File: src/rtl/opb_sw_reg_pkg.sv
// Shared definitions for the OPB software-register slaves: word offsets,
// the bus acknowledge FSM encoding and the overflow counter width.
package opb_sw_reg_pkg;

    localparam logic OFF_DATA   = 1'b0;
    localparam logic OFF_STATUS = 1'b1;

    localparam int OVF_W = 16;

    typedef enum logic [1:0] {
        S_IDLE,
        S_ACK,
        S_GAP
    } ack_state_t;

endpackage

File: src/rtl/opb_slave_ack_fsm.sv
// OPB slave address decode, three-state acknowledge FSM and offset latch.
//
// Handshake: a transfer starts when the FSM is IDLE and a hit is present
// (select high and address inside [BASEADDR, HIGHADDR]). The next cycle is
// ACK, where ack is high for exactly one cycle, and it is followed by a
// single GAP cycle in which select is ignored, so a master that keeps select
// high for one cycle too long cannot be acked twice. The word offset and the
// read/write direction are captured only in IDLE, so they stay stable through
// ACK even if the master changes the bus.
module opb_slave_ack_fsm
    import opb_sw_reg_pkg::*;
#(
    parameter int                AWIDTH   = 32,
    parameter logic [AWIDTH-1:0] BASEADDR = 32'h01106300,
    parameter logic [AWIDTH-1:0] HIGHADDR = 32'h011063FF
) (
    input  logic            clk,
    input  logic            rst,
    input  logic [0:AWIDTH-1] abus,
    input  logic            select,
    input  logic            rnw,
    output logic            ack,
    output logic            off_q,
    output logic            rnw_q,
    output ack_state_t      state_dbg
);

    ack_state_t state;
    ack_state_t state_next;
    logic       hit;

    assign hit       = select && (abus >= BASEADDR) && (abus <= HIGHADDR);
    assign ack       = (state == S_ACK);
    assign state_dbg = state;

    // State register; reset drops any pending ack.
    always_ff @(posedge clk) begin
        if (rst) begin
            state <= S_IDLE;
        end else begin
            state <= state_next;
        end
    end

    // Next-state logic: IDLE waits for a hit, ACK and GAP each last one cycle.
    always_comb begin
        state_next = state;
        case (state)
            S_IDLE:  if (hit) state_next = S_ACK;
            S_ACK:   state_next = S_GAP;
            S_GAP:   state_next = S_IDLE;
            default: state_next = S_IDLE;
        endcase
    end

    // Latch word offset (address bit 29 in MSB-0 numbering) and direction on
    // the accepting cycle only.
    always_ff @(posedge clk) begin
        if (rst) begin
            off_q <= OFF_DATA;
            rnw_q <= 1'b1;
        end else if (state == S_IDLE && hit) begin
            off_q <= abus[AWIDTH-3];
            rnw_q <= rnw;
        end
    end

endmodule

File: src/rtl/opb_register_simulink2ppc.sv
// Read-only software register: fabric writes a 32-bit value with a strobe,
// the PowerPC reads DATA (offset 0x0) and STATUS (offset 0x4) over OPB.
// STATUS holds a sticky VALID flag (bit 0, MSB) and, when the macro
// SIMULINK2PPC_OVFCNT_EN is defined, a saturating count of captures that
// overwrote an unread value in bits [16:31]. Writing 0x4 with DBus[31] and
// BE[3] set clears that count; all other writes are acked and ignored.
module opb_register_simulink2ppc
    import opb_sw_reg_pkg::*;
#(
    parameter logic [31:0] C_BASEADDR   = 32'h01106300,
    parameter logic [31:0] C_HIGHADDR   = 32'h011063FF,
    parameter int          C_OPB_AWIDTH = 32,
    parameter int          C_OPB_DWIDTH = 32,
    parameter              C_FAMILY     = "virtex6"
) (
    input  logic                    OPB_Clk,
    input  logic                    OPB_Rst,
    input  logic [0:C_OPB_AWIDTH-1] OPB_ABus,
    input  logic [0:3]              OPB_BE,
    input  logic [0:C_OPB_DWIDTH-1] OPB_DBus,
    input  logic                    OPB_RNW,
    input  logic                    OPB_select,
    input  logic                    OPB_seqAddr,
    output logic [0:C_OPB_DWIDTH-1] Sl_DBus,
    output logic                    Sl_xferAck,
    output logic                    Sl_errAck,
    output logic                    Sl_retry,
    output logic                    Sl_toutSup,
    input  logic [31:0]             user_data_in,
    input  logic                    user_data_we
);

    logic             ack;
    logic             off_q;
    logic             rnw_q;
    ack_state_t       fsm_state;
    logic             data_rd_ack;
    logic [31:0]      data_q;
    logic             valid_q;
    logic [OVF_W-1:0] ovf_cnt;
    logic [31:0]      rd_word;
    logic             unused_ok;

    opb_slave_ack_fsm #(
        .AWIDTH   (C_OPB_AWIDTH),
        .BASEADDR (C_BASEADDR),
        .HIGHADDR (C_HIGHADDR)
    ) u_fsm (
        .clk       (OPB_Clk),
        .rst       (OPB_Rst),
        .abus      (OPB_ABus),
        .select    (OPB_select),
        .rnw       (OPB_RNW),
        .ack       (ack),
        .off_q     (off_q),
        .rnw_q     (rnw_q),
        .state_dbg (fsm_state)
    );

    assign data_rd_ack = ack && rnw_q && (off_q == OFF_DATA);

    // Capture register and VALID: a new capture wins over a same-cycle DATA
    // read, so VALID stays set for the freshly captured value.
    always_ff @(posedge OPB_Clk) begin
        if (OPB_Rst) begin
            data_q  <= '0;
            valid_q <= 1'b0;
        end else begin
            if (user_data_we) begin
                data_q <= user_data_in;
            end
            if (user_data_we) begin
                valid_q <= 1'b1;
            end else if (data_rd_ack) begin
                valid_q <= 1'b0;
            end
        end
    end

`ifdef SIMULINK2PPC_OVFCNT_EN
    logic ovf_clr;

    assign ovf_clr = ack && !rnw_q && (off_q == OFF_STATUS)
                     && OPB_DBus[C_OPB_DWIDTH-1] && OPB_BE[3];

    // Overflow counter: counts captures onto an unread value; a same-cycle
    // DATA read means the old value was consumed, so nothing is lost.
    always_ff @(posedge OPB_Clk) begin
        if (OPB_Rst) begin
            ovf_cnt <= '0;
        end else if (ovf_clr) begin
            ovf_cnt <= '0;
        end else if (user_data_we && valid_q && !data_rd_ack && (ovf_cnt != '1)) begin
            ovf_cnt <= ovf_cnt + 1'b1;
        end
    end
`else
    assign ovf_cnt = '0;
`endif

    // Read mux: drives data only during a read ack, zero otherwise.
    always_comb begin
        rd_word = '0;
        if (ack && rnw_q) begin
            case (off_q)
                OFF_DATA:   rd_word = data_q;
                OFF_STATUS: rd_word = {valid_q, {(31-OVF_W){1'b0}}, ovf_cnt};
                default:    rd_word = '0;
            endcase
        end
    end

    assign Sl_DBus    = rd_word;
    assign Sl_xferAck = ack;
    assign Sl_errAck  = 1'b0;
    assign Sl_retry   = 1'b0;
    assign Sl_toutSup = 1'b0;

    // Inputs that carry no function here (burst hint, unused lanes, FSM view).
    assign unused_ok = ^{OPB_seqAddr, OPB_BE, OPB_DBus, fsm_state};

endmodule

File: config.mk
export PLATFORM = sky130hd
export DESIGN_NAME = opb_register_simulink2ppc
export DESIGN_NICKNAME = d
export VERILOG_FILES = /design/src/rtl/opb_sw_reg_pkg.sv /design/src/rtl/opb_slave_ack_fsm.sv /design/src/rtl/opb_register_simulink2ppc.sv
export SDC_FILE = /design/constraint.sdc
export NUM_CORES = 1
export LEC_CHECK = 0
export ABC_AREA = 1
export CAP_MARGIN = 0
export CORE_MARGIN = 8
export CORE_UTILIZATION = 36
export CTS_CLUSTER_DIAMETER = 80
export DETAILED_ROUTE_END_ITERATION = 8
export GPL_ROUTABILITY_DRIVEN = 0
export PLACE_DENSITY = 0.81
export SETUP_SLACK_MARGIN = 0.15
export SLEW_MARGIN = 10
export SYNTH_ARGS = -nofsm -noshare
export SYNTH_HDL_FRONTEND = slang
export SYNTH_HIERARCHICAL = 1
export SYNTH_SLANG_ARGS = --single-unit
File: constraint.sdc
create_clock -name OPB_Clk -period 1.2 [get_ports OPB_Clk]
set_input_delay 0.18 -clock OPB_Clk [delete_from_list [all_inputs] [get_ports OPB_Clk]]
set_output_delay 0.18 -clock OPB_Clk [all_outputs]
set_load 0.05 [all_outputs]
* Word level (Yosys, flattened, before mapping)
Index checks and enable logic that the tools add are counted.
** Cells by class
- Magnitude comparators :: 2
- Reduce and logical (&&, ||, !) cells :: 7
- Muxes and demuxes :: 6
- Add/subtract/negate cells :: 0
- Divide/modulo/power cells :: 0
- Shift operators :: 0
- Equality and inequality tests :: 2
- Multiply operators :: 0
- Bitwise gates (word level) :: 1
** Operators with widths (number)
- 32-bit one-hot mux with 2 select lines :: 1
- 32-bit by 25-bit >= comparator with 1-bit output, second input constant :: 1
- 32-bit by 25-bit less-or-equal comparator with 1-bit output, second input constant :: 1
- 32-bit 2-to-1 mux :: 1
- 1-bit logical AND :: 5
- 2-bit one-hot mux with 2 select lines :: 1
- 2-bit by 1-bit == test with 1-bit output, second input constant :: 1
- 2-bit logical NOT :: 1
- 1-bit 2-to-1 mux :: 2
- 2-bit 2-to-1 mux :: 1
- 2-bit by 1-bit inequality test with 1-bit output, second input constant :: 1
- 2-bit nonzero test :: 1
- 1-bit inverter :: 1
** Storage, ports and cells
- Memory bits (writable) :: 0
- Bits in registers :: 37
- Latch bits :: 0
- Memories :: 0
- Memory bits (read-only) :: 0
- Bits of input ports :: 106

* Logic depth before layout (Yosys ltp)
- Word-level depth :: 5
- Depth in mapped cells :: 8
- Depth with buffers taken out :: 8

* Cells and area by module
Netlist, hierarchy kept.
** Modules (own cells, without submodules)
- opb_register_simulink2ppc :: sequential area each 660.6 sq um, cells each 221, area each 1716.6 sq um, times used 1
- opb_slave_ack_fsm :: sequential area each 80.1 sq um, cells each 67, area each 389.1 sq um, times used 1

* Worst setup path before layout
No wires, ideal clock.
- Kind :: register -> output
- Start point :: register u_fsm.state[0] (netlist: u_fsm/state_dbg[0])
- End point :: output port Sl_DBus[10] (netlist name)
- Stages on the path, launching flop included :: 6
- Path buffers :: 1
- Setup slack :: -1.191 ns
- Required time :: 1.020 ns
- Arrival :: 2.211 ns
- Path through :: dfxtp_1 > clkinv_2 > nor2_1 > nand2_1 > buf_2 > nor2_1
** Between the ends
- Cells in the longest elaborated chain, start to end :: 3
** Ends and longest elaborated chain
- start: declaration :: RTL line opb_slave_ack_fsm.sv:28 : ack_state_t state;
- start signal: assignment :: RTL line opb_slave_ack_fsm.sv:41 : state <= state_next;
- 2-bit by 1-bit == test with 1-bit output :: RTL line opb_slave_ack_fsm.sv:33 : assign ack = (state == S_ACK);
- via Sl_xferAck :: RTL line opb_register_simulink2ppc.sv:25 : output logic Sl_xferAck,
- 1-bit logical AND :: RTL line opb_register_simulink2ppc.sv:104 : if (ack && rnw_q) begin
- 32-bit 2-to-1 mux :: RTL line opb_register_simulink2ppc.sv:104
- end: declaration :: RTL line opb_register_simulink2ppc.sv:24 : output logic [0:C_OPB_DWIDTH-1] Sl_DBus,
The timed path passes the listed nets, and every way through them passes these cells.

* Worst setup path after layout
- Start point :: register u_fsm.state[0] (netlist: u_fsm/state_dbg[0])
- End point :: output port Sl_DBus[0] (netlist name)
** Between the ends
- Cells in the longest elaborated chain, start to end :: 3
** Ends and longest elaborated chain (RTL line)
- 2-bit by 1-bit == test with 1-bit output :: opb_slave_ack_fsm.sv:33
- 1-bit logical AND :: opb_register_simulink2ppc.sv:104
- 32-bit 2-to-1 mux :: opb_register_simulink2ppc.sv:104
No other way between the ends.

==> out/summary.txt <==
run status: finished with violations
violated checks: setup timing
port bufs: 94
synth warn: 6
sequential fraction of the synthesis area: 0.3518
RR Startpoint: u_fsm/state_dbg[1]$_SDFFE_PP0P_
CP Launch Point: u_fsm/state_dbg[0]$_SDFFE_PP0P_
hold-fix buffer count after cts: 0
Setup CP Type: register to primary output
share of post-route cells with drive strength above 1: 0.4653
Nets: 511
Finished Cell Area: 4000 um^2
Power Total: 2.662 mW
crit path time final: 1.570 ns
ratio of total power to cell area: 665.6 nW/um^2
critical path data arrival time: 1.39 ns
# fillers: 477
Std-Cell Rows: 28
Iter 0 DRT Violations: 101
DRC errors left: 0
Worst setup EP type: primary output
Hold WC Path Type: input port to register
vias in the first global route: 2323
Mapped Area: 2106 um^2
Yosys reg bits: 37
fin. max-slew vios: 0
GR Util All Layers: 0.1525
hold_ws: 0.3364 ns
Inst Count DP: 466
RSZ-0062 raised after global routing: yes
Initial Utilization: 0.3643
grt total ovfl: 0
period utilization: 1.308
number of vias per cell: 4.647
Syn Area/Cell: 7.312 um^2
Clk pin slew, worst setup/hold paths: 0.06 ns
CP max stage delay: 0.34 ns
Ant. Diodes: 0
DIE AREA: 8553 um^2
fmax: 637.1 MHz
endpoints failing setup: 35
synth unique cells: 22
root cell of the clock tree: clkbuf_8
hold path startpoint: OPB_Rst
crit path max-delay cell type: dfxtp_2
non-filler instance count after layout: 479
Vias: 2226
Layout Skew: 0.001074 ns
Lkg Pwr: 1.495 nW
Pre-antenna DRT Iters: 4
Final Hold Violating Endpoints: 0
Worst Path Max Fanout: 6
Max Cap Violations: 0
critical path startpoint category: register
initial antenna violation count: 0
Die Height: 92.48 um
antenna viol nets, final: 0
CTS Sinks: 37
gate count of the mapped netlist: 288
Die X: 92.48 um
worst setup margin: -0.3696 ns
accumulated negative setup slack: -10.98 ns
worst path cell trace: clkinv_4, nor2_4, nand2_4, buf_12, a21oi_4, buf_12
CTS tree: yes
CTS Buf Count: 5
core area: 5781 um^2
Top Ports: 142
Skew-Pair Late Insertion Delay: 0.28 ns
global-route wire length before repair: 10720 um
VDD IR-drop max: 0.0003529 V
synthesis-to-layout area growth: 89.96%
DR WL/cell: 13.98 um
Routed WL: 6695 um
most numerous cell on the critical path: buf_12
pin count of the biggest net entering global routing: 37
Post-DP HPWL: 5092 um
WP data required: 1.02 ns
H-tree depth: 2
placed inst area: 3800 um^2
maximum clock path buffer count: 2
==> kinds of logic after synthesis <==
kind of cell,count (synthesis),share of synthesized area
flip-flops,37,0.3518
AO/OA/AOI/OAI,35,0.1402
AND/OR/NAND/NOR,172,0.3731
other,1,0.001781
buffers and inverters,43,0.1331
==> layout by cell type (no fill, tap or decap) <==
master / netlist / final
clkdlybuf4s50_1: 0 / 60
nand4_1: 6 / 6
nand2_2: 33 / 34
clkinv_4: 0 / 1
nor3b_2: 1 / 1
nor3_1: 2 / 2
buf_12: 3 / 37
nor2_2: 3 / 3
buf_4: 6 / 24
nor2_1: 37 / 5
inv_12: 0 / 1
a21oi_1: 3 / 2
nand3b_1: 1 / 1
clkinv_2: 1 / 1
inv_4: 0 / 1
dfxtp_2: 0 / 1
nand2_1: 83 / 81
dfxtp_1: 37 / 35
buf_2: 7 / 1
inv_2: 3 / 2
conb_1: 1 / 3
a21oi_2: 32 / 32
nor2_4: 2 / 34
nand2_4: 0 / 1
clkbuf_16: 0 / 2
buf_6: 4 / 4
a21oi_4: 0 / 1
clkbuf_8: 0 / 5
inv_1: 18 / 18
nand3_2: 0 / 1
dfxtp_4: 0 / 1
nand3_1: 4 / 3
==> critical path: cells and delay by family, from the launching register on <==
kind | cells | cell delay, ns
buffers and inverters | 3 | 0.38
flip-flops | 1 | 0.34
AND/OR/NAND/NOR | 2 | 0.23
AO/OA/AOI/OAI | 1 | 0.14
==> report_power, final <==
part | switching [mW] | leakage (nW) | internal (mW) | total (mW)
sequential | 0.0397 | 0.306 | 1.29 | 1.33
combinational | 0.263 | 1.15 | 0.307 | 0.570
clock | 0.384 | 0.0399 | 0.381 | 0.765
==> per-stage QoR <==
stage                     setup WS [ns]  utilization
final                           -0.3696       0.6920
after global routing            -0.4217       0.6920
after CTS                       -0.3809       0.6784
after detailed placement        -0.1827       0.6574
after global placement          -0.1647       0.6574
after floorplan                 -0.3147            -
==> cell type report <==
cell class	count	area, um^2	share of cell area
clock buffers	5	68.82	0.01720
clock inverters	1	5.005	0.001251
inverters	23	106.4	0.02659
multi-input cells	210	1359	0.3397
flip-flops and latches	37	745.7	0.1864
well taps	75	93.84	0.02346
repair buffers	128	1622	0.4054
==> final timing paths <==
path                                                  to  slack, ns  cells past startpoint
worst min register to register    data_q[6]$_SDFFE_PP0P_       0.47                      2
worst max-delay path                          Sl_DBus[0]      -0.37                      6
worst max register to register  u_fsm/off_q$_SDFFE_PP0P_      -0.10                     10
worst min-delay path             data_q[23]$_SDFFE_PP0P_       0.34                      3
==> layer usage <==
metal | track usage | up-vias | wire length (um)
li1 | - | 1108 | -
met4 | 0.05101 | 0 | 68
met3 | 0.05421 | 5 | 488
met2 | 0.2908 | 67 | 3704
met1 | 0.1479 | 1046 | 2434
met5 | 0 | - | 0
==> state kept, by name (all words and copies together), names as in the netlist <==
name             cells
u_fsm/rnw_q          1
u_fsm/state_dbg      2
data_q              32
valid_q              1
u_fsm/off_q          1
==> repair_timing <==
item,4_1_cts,5_1_grt
pin swaps,2,7
cloned,0,2
endpoints found under the setup margin,36,37
buffers inserted,2,3
endpoints found under the hold margin,0,0
gates resized for setup,9,2
==> cell usage after synthesis <==
master | number | area, um^2
inv_1 | 18 | 67.56
nor2_1 | 37 | 138.9
nand3b_1 | 1 | 7.510
nor3_1 | 2 | 10.01
buf_4 | 6 | 45.04
nor2_2 | 3 | 18.77
clkinv_2 | 1 | 5.000
buf_2 | 7 | 35.03
nand4_1 | 6 | 37.54
buf_12 | 3 | 60.06
nor2_4 | 2 | 22.52
nand2_2 | 33 | 206.5
nor3b_2 | 1 | 12.51
inv_2 | 3 | 11.26
a21oi_1 | 3 | 15.01
nand3_1 | 4 | 20.02
inv_8 | 1 | 11.26
nand2_1 | 83 | 311.6
dfxtp_1 | 37 | 740.7
buf_6 | 4 | 45.04
conb_1 | 1 | 3.750
a21oi_2 | 32 | 280.3
No activity file was read; power rests on OpenSTA's default activity.
